File: src/rtl/sram_bus_arbiter.sv
// Merges the core's instruction and data sram-like ports onto one memory port.
// Data has fixed priority; an in-order tag FIFO routes each response back to its requester.
module sram_bus_arbiter #(
  parameter int unsigned MAX_OUTSTANDING = 2
) (
  input  logic        clk,
  input  logic        reset,
  input  logic        inst_req,
  input  logic [31:0] inst_addr,
  output logic        inst_addr_ok,
  output logic        inst_data_ok,
  output logic [31:0] inst_rdata,
  input  logic        data_req,
  input  logic        data_wr,
  input  logic [3:0]  data_wstrb,
  input  logic [2:0]  data_size,
  input  logic [31:0] data_addr,
  input  logic [31:0] data_wdata,
  output logic        data_addr_ok,
  output logic        data_data_ok,
  output logic [31:0] data_rdata,
  output logic        mem_req,
  output logic        mem_wr,
  output logic [3:0]  mem_wstrb,
  output logic [2:0]  mem_size,
  output logic [31:0] mem_addr,
  output logic [31:0] mem_wdata,
  input  logic        mem_addr_ok,
  input  logic        mem_data_ok,
  input  logic [31:0] mem_rdata
);

  localparam int unsigned PtrW = (MAX_OUTSTANDING > 1) ? $clog2(MAX_OUTSTANDING) : 1;
  localparam int unsigned CntW = $clog2(MAX_OUTSTANDING + 1);

  localparam logic [1:0] ST_IDLE   = 2'd0;
  localparam logic [1:0] ST_HOLD_I = 2'd1;
  localparam logic [1:0] ST_HOLD_D = 2'd2;

  logic [1:0]                 r_state;
  logic [1:0]                 w_state_nxt;
  logic [MAX_OUTSTANDING-1:0] r_tags;
  logic [PtrW-1:0]            r_wr_ptr;
  logic [PtrW-1:0]            r_rd_ptr;
  logic [CntW-1:0]            r_count;

  logic w_full;
  logic w_sel_data;
  logic w_req;
  logic w_accept;
  logic w_pop;
  logic w_head_data;

  assign w_full = (r_count == CntW'(MAX_OUTSTANDING));

  // Source selection: re-arbitrate only in IDLE; a held request stays locked to its port.
  always_comb begin
    w_sel_data = 1'b0;
    w_req      = 1'b0;
    unique case (r_state)
      ST_HOLD_I: begin
        w_sel_data = 1'b0;
        w_req      = 1'b1;
      end
      ST_HOLD_D: begin
        w_sel_data = 1'b1;
        w_req      = 1'b1;
      end
      default: begin
        w_sel_data = data_req;
        w_req      = data_req | inst_req;
      end
    endcase
    w_req = w_req & ~w_full & ~reset;
  end

  assign w_accept    = w_req & mem_addr_ok;
  assign w_pop       = mem_data_ok & (r_count != '0) & ~reset;
  assign w_head_data = r_tags[r_rd_ptr];

  always_comb begin
    w_state_nxt = r_state;
    if (w_accept) begin
      w_state_nxt = ST_IDLE;
    end else if (r_state == ST_IDLE && w_req) begin
      w_state_nxt = w_sel_data ? ST_HOLD_D : ST_HOLD_I;
    end else if (r_state != ST_HOLD_I && r_state != ST_HOLD_D) begin
      w_state_nxt = ST_IDLE;
    end
  end

  always_ff @(posedge clk) begin
    if (reset) begin
      r_state  <= ST_IDLE;
      r_tags   <= '0;
      r_wr_ptr <= '0;
      r_rd_ptr <= '0;
      r_count  <= '0;
    end else begin
      r_state <= w_state_nxt;
      if (w_accept) begin
        r_tags[r_wr_ptr] <= w_sel_data;
        r_wr_ptr         <= r_wr_ptr + PtrW'(1);
      end
      if (w_pop) begin
        r_rd_ptr <= r_rd_ptr + PtrW'(1);
      end
      if (w_accept && !w_pop) begin
        r_count <= r_count + CntW'(1);
      end else if (!w_accept && w_pop) begin
        r_count <= r_count - CntW'(1);
      end
    end
  end

  // Instruction fetches are always 32-bit reads with no strobes.
  assign mem_req   = w_req;
  assign mem_wr    = w_req & w_sel_data & data_wr;
  assign mem_wstrb = (w_req & w_sel_data) ? data_wstrb : 4'b0;
  assign mem_size  = !w_req ? 3'd0 : (w_sel_data ? data_size : 3'd2);
  assign mem_addr  = !w_req ? 32'b0 : (w_sel_data ? data_addr : inst_addr);
  assign mem_wdata = (w_req & w_sel_data) ? data_wdata : 32'b0;

  assign inst_addr_ok = w_accept & ~w_sel_data;
  assign data_addr_ok = w_accept & w_sel_data;
  assign inst_data_ok = w_pop & ~w_head_data;
  assign data_data_ok = w_pop & w_head_data;
  assign inst_rdata   = mem_rdata;
  assign data_rdata   = mem_rdata;

endmodule
File: config.mk
export PLATFORM = sky130hd
export DESIGN_NAME = sram_bus_arbiter
export DESIGN_NICKNAME = d
export VERILOG_FILES = /design/src/rtl/sram_bus_arbiter.sv
export SDC_FILE = /design/constraint.sdc
export NUM_CORES = 1
export LEC_CHECK = 0
export CORE_AREA = 2 2 110 112
export DETAILED_ROUTE_END_ITERATION = 6
export DIE_AREA = 0 0 112 114
export PLACE_DENSITY_LB_ADDON = 0.3
export SYNTH_ARGS = -nofsm -noshare
export SYNTH_HDL_FRONTEND = slang
export SYNTH_SLANG_ARGS = --single-unit
File: constraint.sdc
create_clock -name clk -period 5.7 [get_ports clk]
set_input_delay 1.14 -clock clk [delete_from_list [all_inputs] [get_ports clk]]
set_output_delay 1.14 -clock clk [all_outputs]
set_load 0.05 [all_outputs]
==> results_dict.tcl, run 1 <==
set metrics [dict create \
    ioPinCount 283 \
    die_h_um 114 \
    fin_worst_skew_ns 0.001003 \
    num_vias 2092 \
    globalplace.congestion 0.7756 \
    dr.first_iter.drc_count 59 \
    yosys_warnings 0 \
    drt-vias-per-instance 3.947 \
    powerDensity_nw_per_um2 195.9 \
    synth_seq_cells 8 \
    timing.rr.end "r_count[1]" \
    first_global_vias 2012 \
    io_buffers 186 \
    mappedNetlistNets 415 \
    dp_cells 527 \
    wl_per_cell_um 13.30 \
    critPathKind "input pin to output port" \
    worstReg2RegStart "r_state[1]" \
    p_switching_mw 0.3064 \
    combPwrFrac 0.711 \
    fp.coreArea_sq_um 11710 \
    min_period_over_period 0.8379 \
    n_antenna_cell 0 \
    cts.sinks 8 \
    hpwlAfterDp_um 5651 \
    worstPathArrival_ns 3.64 \
    cts_hold_buf 0 \
    setup_ws_ns 0.9238 \
    antenna_found_initial 0 \
    crit_fanout 33 \
    drt-total-wl_um 7049 \
    cts_buffers 3 \
    power.leakage_nw 1.256 \
    path_clk_slew_ns 0.04 \
    initial_core_util 0.1449 \
    max_freq_mhz 209.4 \
    ys_types 27 \
    crit_required_ns 4.56 \
    cts-root-buf "clkbuf_16" \
    netlist.top_cell.by_area "buf_4" \
    dieArea_sq_um 12770 \
    htree_levels 1 \
    syn_to_final_growth_pct 93.58 \
    n_fill_cell 1270 \
    grt_max_degree 36 \
    synth_area_leaders "buf_4, nand2_1, and2_1, a21oi_1, dfxtp_1" \
    synth_top_area_share 0.2920 \
    p_int_mw 0.3369 \
    hold_viol_final 0 \
    outcome "finished clean" \
    fin_nets 530 \
    cp-end-kind "output port" \
    syn_inst 270 \
    seqPwrFrac 0.106 \
    postCtsSetupBuffers 0 \
    min_period_ns 4.776 \
    rows 40 \
    seq_area_frac_synth 0.09440 \
    fin_tns_setup_ns 0 \
    setup_violations 0 \
    pwr-share-clk 0.183 \
    pre_cts_ws_ns 0.8962 \
    clock_latency_ns 0.23 \
    cts_tree "built" \
    synth_area_per_cell_sq_um 6.284 \
    slew_viol_final 0 \
    hold_path_class "flip-flop to flip-flop" \
    grt_overflow 0 \
    cp-endpoint "data_addr_ok" \
    cts_resized 0 \
    grt_usage 0.09817 \
    switching_share 0.4763 \
    fp.dieW_um 112 \
    maxCapViolations 0 \
    grt_pass1_wl_um 10090 \
    ff2ff_setup_slack_ns 2.79 \
    drt_pass1_iterations 4 \
    drc 0 \
    irDropWorstVdd_uv 111.0 \
    hold-worst-slack_ns 0.4742 \
    final_common_cell "clkdlybuf4s50_1" \
    clk_path_buf_depth 2 \
    tightest_slew_ns 0.7451 \
    cp-startpoint "reset" \
    drive_above_1_share 0.02350 \
    instances_no_fill 530 \
    synth_area_sq_um 1697 \
    rsz0062_at_grt "no" \
    max-slew-margin-rel 0.5033 \
    final_cell_mix "clkdlybuf4s50_1, nand2_1, and2_1" \
    ant_nets 0 \
    ff2ff_path_depth 9 \
    utilization 0.2804 \
    cp-start-kind "input pin" \
]
-- registers in the layout (all words and copies together) (netlist names) --
register,cells
r_count,2
r_state,2
r_tags,2
r_rd_ptr,1
r_wr_ptr,1
-- Yosys cell counts, drive strengths merged --
master / n
or4: 1
buf: 72
ha: 3
o21ai: 2
nor3: 4
o211a: 1
nor4b: 1
nand2b: 3
nand2: 67
inv: 5
o31ai: 1
xor2: 3
or3: 2
clkbuf: 7
a21oi: 34
and2: 39
nor2: 7
nor4: 1
mux2: 1
nor2b: 2
dfxtp: 8
mux2i: 4
a22o: 2
-- layer usage --
layer | GRT usage | wire length (um)
met4 | 0.03577 | 245
met2 | 0.1677 | 3368
met1 | 0.1121 | 2702
met5 | 0 | 0
met3 | 0.03773 | 732
-- logic make-up (layout without fill, tap and decap cells) --
group	after synthesis	after routing	synth area share
flip-flops	8	8	0.09439
XOR/XNOR	3	3	0.01549
AO/OA/AOI/OAI	40	40	0.1268
buffers and inverters	84	197	0.3473
adder cells (fa/ha/maj)	3	3	0.02213
multiplexers	5	5	0.03245
AND/OR/NAND/NOR	127	127	0.3614
-- worst min-delay path by stage --
stage	from	end	slack (ns)	cells past startpoint
final	r_tags[0]	r_tags[0]	0.47	2
after global routing	r_state[0]	r_state[0]	0.50	1
after CTS	r_state[0]	r_state[0]	0.47	1
after detailed placement	r_state[0]	r_state[0]	0.46	1
after global placement	r_tags[1]	r_tags[1]	0.45	2
after floorplan	r_tags[1]	r_tags[1]	0.43	2
-- area by class of cell --
type / count / area [sq um] / area share
Clock buffer: 3 / 75.07 / 0.02286
Sequential cell: 8 / 160.2 / 0.04876
Timing Repair Buffer: 189 / 1884 / 0.5737
Inverter: 5 / 18.77 / 0.005714
Tap cell: 147 / 183.9 / 0.05600
Multi-Input combinational cell: 178 / 962.2 / 0.2930
-- critical path, cell delays in order --
cell and delay [ns]:
clkdlybuf4s50_1 0.60, or3_1 0.56, buf_4 0.30, nor3_1 0.20, clkdlybuf4s50_1 0.84
-- power groups by stage --
| stage | clock network, mW | logic [mW] | registers [mW] |
|---|---|---|---|
| 4_1_cts | 0.120 | 0.463 | 0.0683 |
| 5_1_grt | 0.124 | 0.483 | 0.0693 |
| 3_5_place_dp | 0 | 0.460 | 0.0690 |
| 6_report | 0.118 | 0.457 | 0.0684 |
| 3_3_place_gp | 0 | 0.460 | 0.0687 |
| 2_1_floorplan | 0 | 0.397 | 0.0680 |
-- per-stage QoR --
stage	instance area, sq um	power (mW)
5_1_grt	3284	0.6759
2_1_floorplan	1697	0.4654
3_5_place_dp	3209	0.5293
4_1_cts	3284	0.6515
6_report	3284	0.6433
3_3_place_gp	3209	0.5287
(Power assumes the default switching activity.)
==> inputs of run 2 (changes only) <==
--- a/config.mk
+++ b/config.mk
@@ -5,9 +5,9 @@
 export SDC_FILE = /design/constraint.sdc
 export NUM_CORES = 1
 export LEC_CHECK = 0
-export CORE_AREA = 2 2 110 112
+export CORE_AREA = 2 2 108 110
 export DETAILED_ROUTE_END_ITERATION = 6
-export DIE_AREA = 0 0 112 114
+export DIE_AREA = 0 0 110 112
 export PLACE_DENSITY_LB_ADDON = 0.3
 export SYNTH_ARGS = -nofsm -noshare
 export SYNTH_HDL_FRONTEND = slang
==> constraint.sdc (replaced) <==
create_clock -name clk -period 4.6 [get_ports clk]
set_input_delay 0.92 -clock clk [delete_from_list [all_inputs] [get_ports clk]]
set_output_delay 0.92 -clock clk [all_outputs]
set_load 0.05 [all_outputs]
==> run 2 against run 1 <==
Compared with the run above:
- register-to-register slack got worse by 0.98 ns
- clock power rose by 21%
- non-clock buffer count did not move
- first-iteration DRC count rose by 8.5%
- critical path depth did not move
- combinational power rose by 35%
- utilization rose by 4.0 points
- power rose by 31%
- final area rose by 9.0%
- sequential share of layout area fell by 0.40 points
- largest cell class unchanged
==> results_dict.tcl, run 2 (synthesis results as in run 1) <==
set metrics [dict create \
    rows 39 \
    drt-vias-per-instance 3.920 \
    fin_tns_setup_ns 0 \
    grt_overflow 0 \
    initial_core_util 0.1518 \
    min_period_over_period 0.8055 \
    clock_latency_ns 0.23 \
    ioPinCount 283 \
    hold_viol_final 0 \
    n_fill_cell 1190 \
    syn_to_final_growth_pct 111.0 \
    cp-start-kind "input pin" \
    powerDensity_nw_per_um2 235.5 \
    tightest_slew_ns 0.6807 \
    largest_registers "r_count x2, r_state x2, r_tags x2" \
    hold-worst-slack_ns 0.4656 \
    ant_nets 0 \
    cts_buffers 3 \
    path_clk_slew_ns 0.03 \
    grt_max_degree 40 \
    cts_hold_buf 0 \
    drive_above_1_share 0.2193 \
    grt_pass1_wl_um 10430 \
    clk_path_buf_depth 2 \
    setup_violations 0 \
    critPathKind "input pin to output port" \
    outcome "finished clean" \
    cts_tree "built" \
    globalplace.congestion 0.7254 \
    postCtsSetupBuffers 0 \
    irDropWorstVdd_uv 184.4 \
    n_antenna_cell 0 \
    cp-end-kind "output port" \
    dieArea_sq_um 12320 \
    first_global_vias 2098 \
    maxCapViolations 0 \
    min_period_ns 3.705 \
    ff2ff_path_depth 9 \
    htree_levels 1 \
    fp.coreArea_sq_um 11170 \
    hold_path_class "flip-flop to flip-flop" \
    antenna_found_initial 0 \
    crit_required_ns 3.68 \
    hold_depth 1 \
    pre_cts_ws_ns 0.9129 \
    final_cell_mix "clkdlybuf4s50_1, nand2_1, and2_1, buf_12, buf_4" \
    fin_worst_skew_ns 0.0005785 \
    crit_fanout 9 \
    cts-root-buf "clkbuf_16" \
    fp.dieW_um 110 \
    setup_ws_ns 0.8947 \
    io_buffers 186 \
    die_h_um 112 \
    hpwlAfterDp_um 5954 \
    num_vias 2062 \
    cts.sinks 8 \
    hp-start "r_state[0]" \
    rsz0062_at_grt "no" \
    power.leakage_nw 1.508 \
    worstReg2RegStart "r_state[1]" \
    dr.first_iter.drc_count 64 \
    cp-startpoint "reset" \
    final_common_cell "clkdlybuf4s50_1" \
    fin_nets 530 \
    max-slew-margin-rel 0.5462 \
    drt-total-wl_um 7199 \
    grt_usage 0.1070 \
    slew_viol_final 0 \
    worstPathArrival_ns 2.79 \
    max_freq_mhz 269.9 \
    drc 0 \
    cts_resized 0 \
    drt_pass1_iterations 4 \
    wl_per_cell_um 13.69 \
]
-- run 2: cell types whose count changed in the layout (fill, tap and decap cells not counted), sizes merged --
cell           previous run  this run
buf                       3        78
clkdlybuf4s50           186       111
-- run 2: where the power goes --
| part | switching, mW | internal, mW | leakage (nW) | total [mW] |
|---|---|---|---|---|
| sequential | 0.00687 | 0.0781 | 0.0653 | 0.0850 |
| clock | 0.0308 | 0.112 | 0.0370 | 0.143 |
| combinational | 0.352 | 0.264 | 1.41 | 0.615 |
-- run 2: path summary, 6_finish.rpt --
kind / to / slack [ns]
worst min register to register: r_state[0] / 0.47
worst max-delay path: inst_data_ok / 0.89
worst max register to register: r_count[1] / 1.81
worst min-delay path: r_state[0] / 0.47
-- run 2: final cells by class --
cell class	instances	area, sq um	share of cell area
Tap cell	143	178.9	0.04998
Multi-Input combinational cell	178	962.2	0.2688
Sequential cell	8	160.2	0.04474
Timing Repair Buffer	189	2185	0.6103
Inverter	5	18.77	0.005243
Clock buffer	3	75.07	0.02097
-- run 2: critical path, cell delays in order --
cell             delay, ns
clkdlybuf4s50_1       0.59
inv_1                 0.22
nand2b_1              0.12
nor2b_1               0.12
clkdlybuf4s50_1       0.81
-- run 2: metrics by stage --
stage	util	instances	area (sq um)	power (mW)
2_1_floorplan	-	270	1697	0.5767
3_3_place_gp	0.3136	523	3505	0.7023
3_5_place_dp	0.3136	523	3505	0.7054
4_1_cts	0.3203	526	3580	0.8543
5_1_grt	0.3203	526	3580	0.8848
6_report	0.3203	526	3580	0.8430
-- run 2: metal layers --
| layer | wire (um) | GRT usage | share of wire | up-vias |
|---|---|---|---|---|
| li1 | - | - | - | 1016 |
| met1 | 2791 | 0.1242 | 0.39 | 915 |
| met2 | 3539 | 0.1922 | 0.49 | 105 |
| met3 | 676 | 0.01932 | 0.094 | 26 |
| met4 | 191 | 0.03797 | 0.027 | 0 |
| met5 | 0 | 0 | 0 | - |
==> inputs of run 3 (changes only) <==
==> constraint.sdc (replaced) <==
create_clock -name clk -period 3.68 [get_ports clk]
set_input_delay 0.736 -clock clk [delete_from_list [all_inputs] [get_ports clk]]
set_output_delay 0.736 -clock clk [all_outputs]
set_load 0.05 [all_outputs]
==> run 3 against run 2 <==
Compared with the run above:
- clock power is 27% higher
- via count shrank 0.29%
- utilization grew 0.25 points
- largest cell class unchanged
- clock skew up 0.0014 ns
- critical path type unchanged
- worst setup slack got worse by 0.42 ns
- highest routed layer unchanged
- combinational power rose by 27%
- sequential cell count did not move
- final area is 0.77% higher
- sequential power increased by 25%
- final cell count up 0.38%
- sequential share of layout area about the same
==> results_dict.tcl, run 3 (synthesis results as in run 1) <==
set metrics [dict create \
    ioPinCount 283 \
    rsz0062_at_grt "no" \
    gr-usage-met3 0.01932 \
    cts-root-buf "clkbuf_16" \
    critPathBufInv 2 \
    min_period_over_period 0.8720 \
    fp.dieW_um 110 \
    ant_nets 0 \
    cts_resized 0 \
    largest_registers "r_count x2, r_state x2, r_tags x2" \
    dieArea_sq_um 12320 \
    drt_pass1_iterations 4 \
    grt_usage 0.1102 \
    critPathSlowestCell "mux2_2" \
    cp-start-kind "input pin" \
    drc 0 \
    slowest_delay_ns 0.63 \
    critPathKind "input pin to output port" \
    n_antenna_cell 0 \
    setup_violations 0 \
    min_period_ns 3.209 \
    path_clk_slew_ns 0.03 \
    tightest_slew_ns 0.6820 \
    dp_cells 525 \
    powerDensity_nw_per_um2 295.6 \
    first_global_vias 2053 \
    instances_no_fill 528 \
    dr.first_iter.drc_count 89 \
    cp-end-kind "output port" \
    grt_overflow 0 \
    grtUsageMet2 0.1943 \
    initial_core_util 0.1518 \
    irDropWorstVdd_uv 348.9 \
    max_freq_mhz 311.6 \
    drt-total-wl_um 7351 \
    cts_tree "built" \
    hp-start "r_tags[1]" \
    crit_fanout 35 \
    drt-vias-per-instance 3.894 \
    worstPathArrival_ns 2.47 \
    fp.coreArea_sq_um 11170 \
    maxCapViolations 0 \
    syn_to_final_growth_pct 112.6 \
    fin_nets 532 \
    clock_latency_ns 0.23 \
    grt_max_degree 38 \
    multiInputGateArea_sq_um 962.2 \
    power.leakage_nw 1.523 \
    grt_busiest_layer "met2" \
    cp_top_family "buffers and inverters" \
    clk_path_buf_depth 2 \
    crit_required_ns 2.94 \
    hold_path_class "flip-flop to flip-flop" \
    slew_viol_final 0 \
    hpwlAfterDp_um 5981 \
    max-slew-margin-rel 0.5453 \
    ff2ff_setup_slack_ns 0.98 \
    postCtsSetupBuffers 0 \
    wl_per_cell_um 13.92 \
    die_h_um 112 \
    cp-startpoint "data_req" \
    globalplace.congestion 0.7404 \
    outcome "finished clean" \
    final_cell_mix "clkdlybuf4s50_1, nand2_1, buf_12, buf_4, and2_1" \
    antenna_found_initial 0 \
    htree_levels 1 \
    cts_buffers 3 \
    cts_hold_buf 0 \
    fin_worst_skew_ns 0.001996 \
    num_vias 2056 \
    n_fill_cell 1173 \
    io_buffers 186 \
    cts.sinks 8 \
    hold_viol_final 0 \
    final_common_cell "clkdlybuf4s50_1" \
    register_area_sq_um 160.2 \
    worstReg2RegStart "r_state[1]" \
    drive_above_1_share 0.2234 \
    met1_usage 0.1350 \
    rows 39 \
    worstPathCellList "clkdlybuf4s50_1 > mux2_2 > nand2_1 > a21oi_1 > buf_4" \
    fin_tns_setup_ns 0 \
    grt_pass1_wl_um 10740 \
    hold-worst-slack_ns 0.4620 \
]
-- run 3: cell count changes in the layout (fill, tap and decap cells not counted), sizes merged --
| cell | before | now |
|---|---|---|
| buf | 78 | 80 |
-- run 3: area by class of cell --
cell class	instances	area share
Tap cell	143	0.04960
Clock buffer	3	0.02081
Timing Repair Buffer	191	0.6132
Inverter	5	0.005203
Multi-Input combinational cell	178	0.2667
Sequential cell	8	0.04440
-- run 3: path summary, 6_finish.rpt --
check | to | depth (start not counted)
worst max-delay path | mem_addr[24] | 5
worst min-delay path | r_tags[1] | 2
worst max register to register | r_count[1] | 9
worst min register to register | r_tags[1] | 2
-- run 3: power by group --
group          total (mW)  leakage [nW]  internal, mW  switching, mW
clock               0.181        0.0370         0.140         0.0409
combinational       0.779          1.42         0.336          0.443
sequential          0.106        0.0653        0.0976        0.00888
total                1.07          1.52         0.574          0.493
-- run 3: worst reg2reg max path, stage by stage (launching register included) --
cell	delay (ns)
dfxtp_1	0.36
inv_1	0.06
ha_1	0.36
nor3_1	0.49
or3_1	0.23
buf_12	0.20
nor2_1	0.07
ha_1	0.33
or3_1	0.38
a21oi_1	0.14
-- run 3: through the flow --
| stage | setup WS, ns | area [sq um] | util | total power, mW |
|---|---|---|---|---|
| after floorplan | 0.4151 | 1697 | - | 0.7209 |
| after global placement | 0.4742 | 3532 | 0.3161 | 0.8877 |
| after detailed placement | 0.4522 | 3532 | 0.3161 | 0.8916 |
| after CTS | 0.4378 | 3607 | 0.3228 | 1.081 |
| after global routing | 0.3235 | 3607 | 0.3228 | 1.121 |
| final | 0.4709 | 3607 | 0.3228 | 1.066 |
-- run 3: layer usage --
metal	wire, um	vias to the layer above
met5	0	-
met4	175	0
met3	634	28
met2	3615	104
met1	2925	902
li1	-	1022
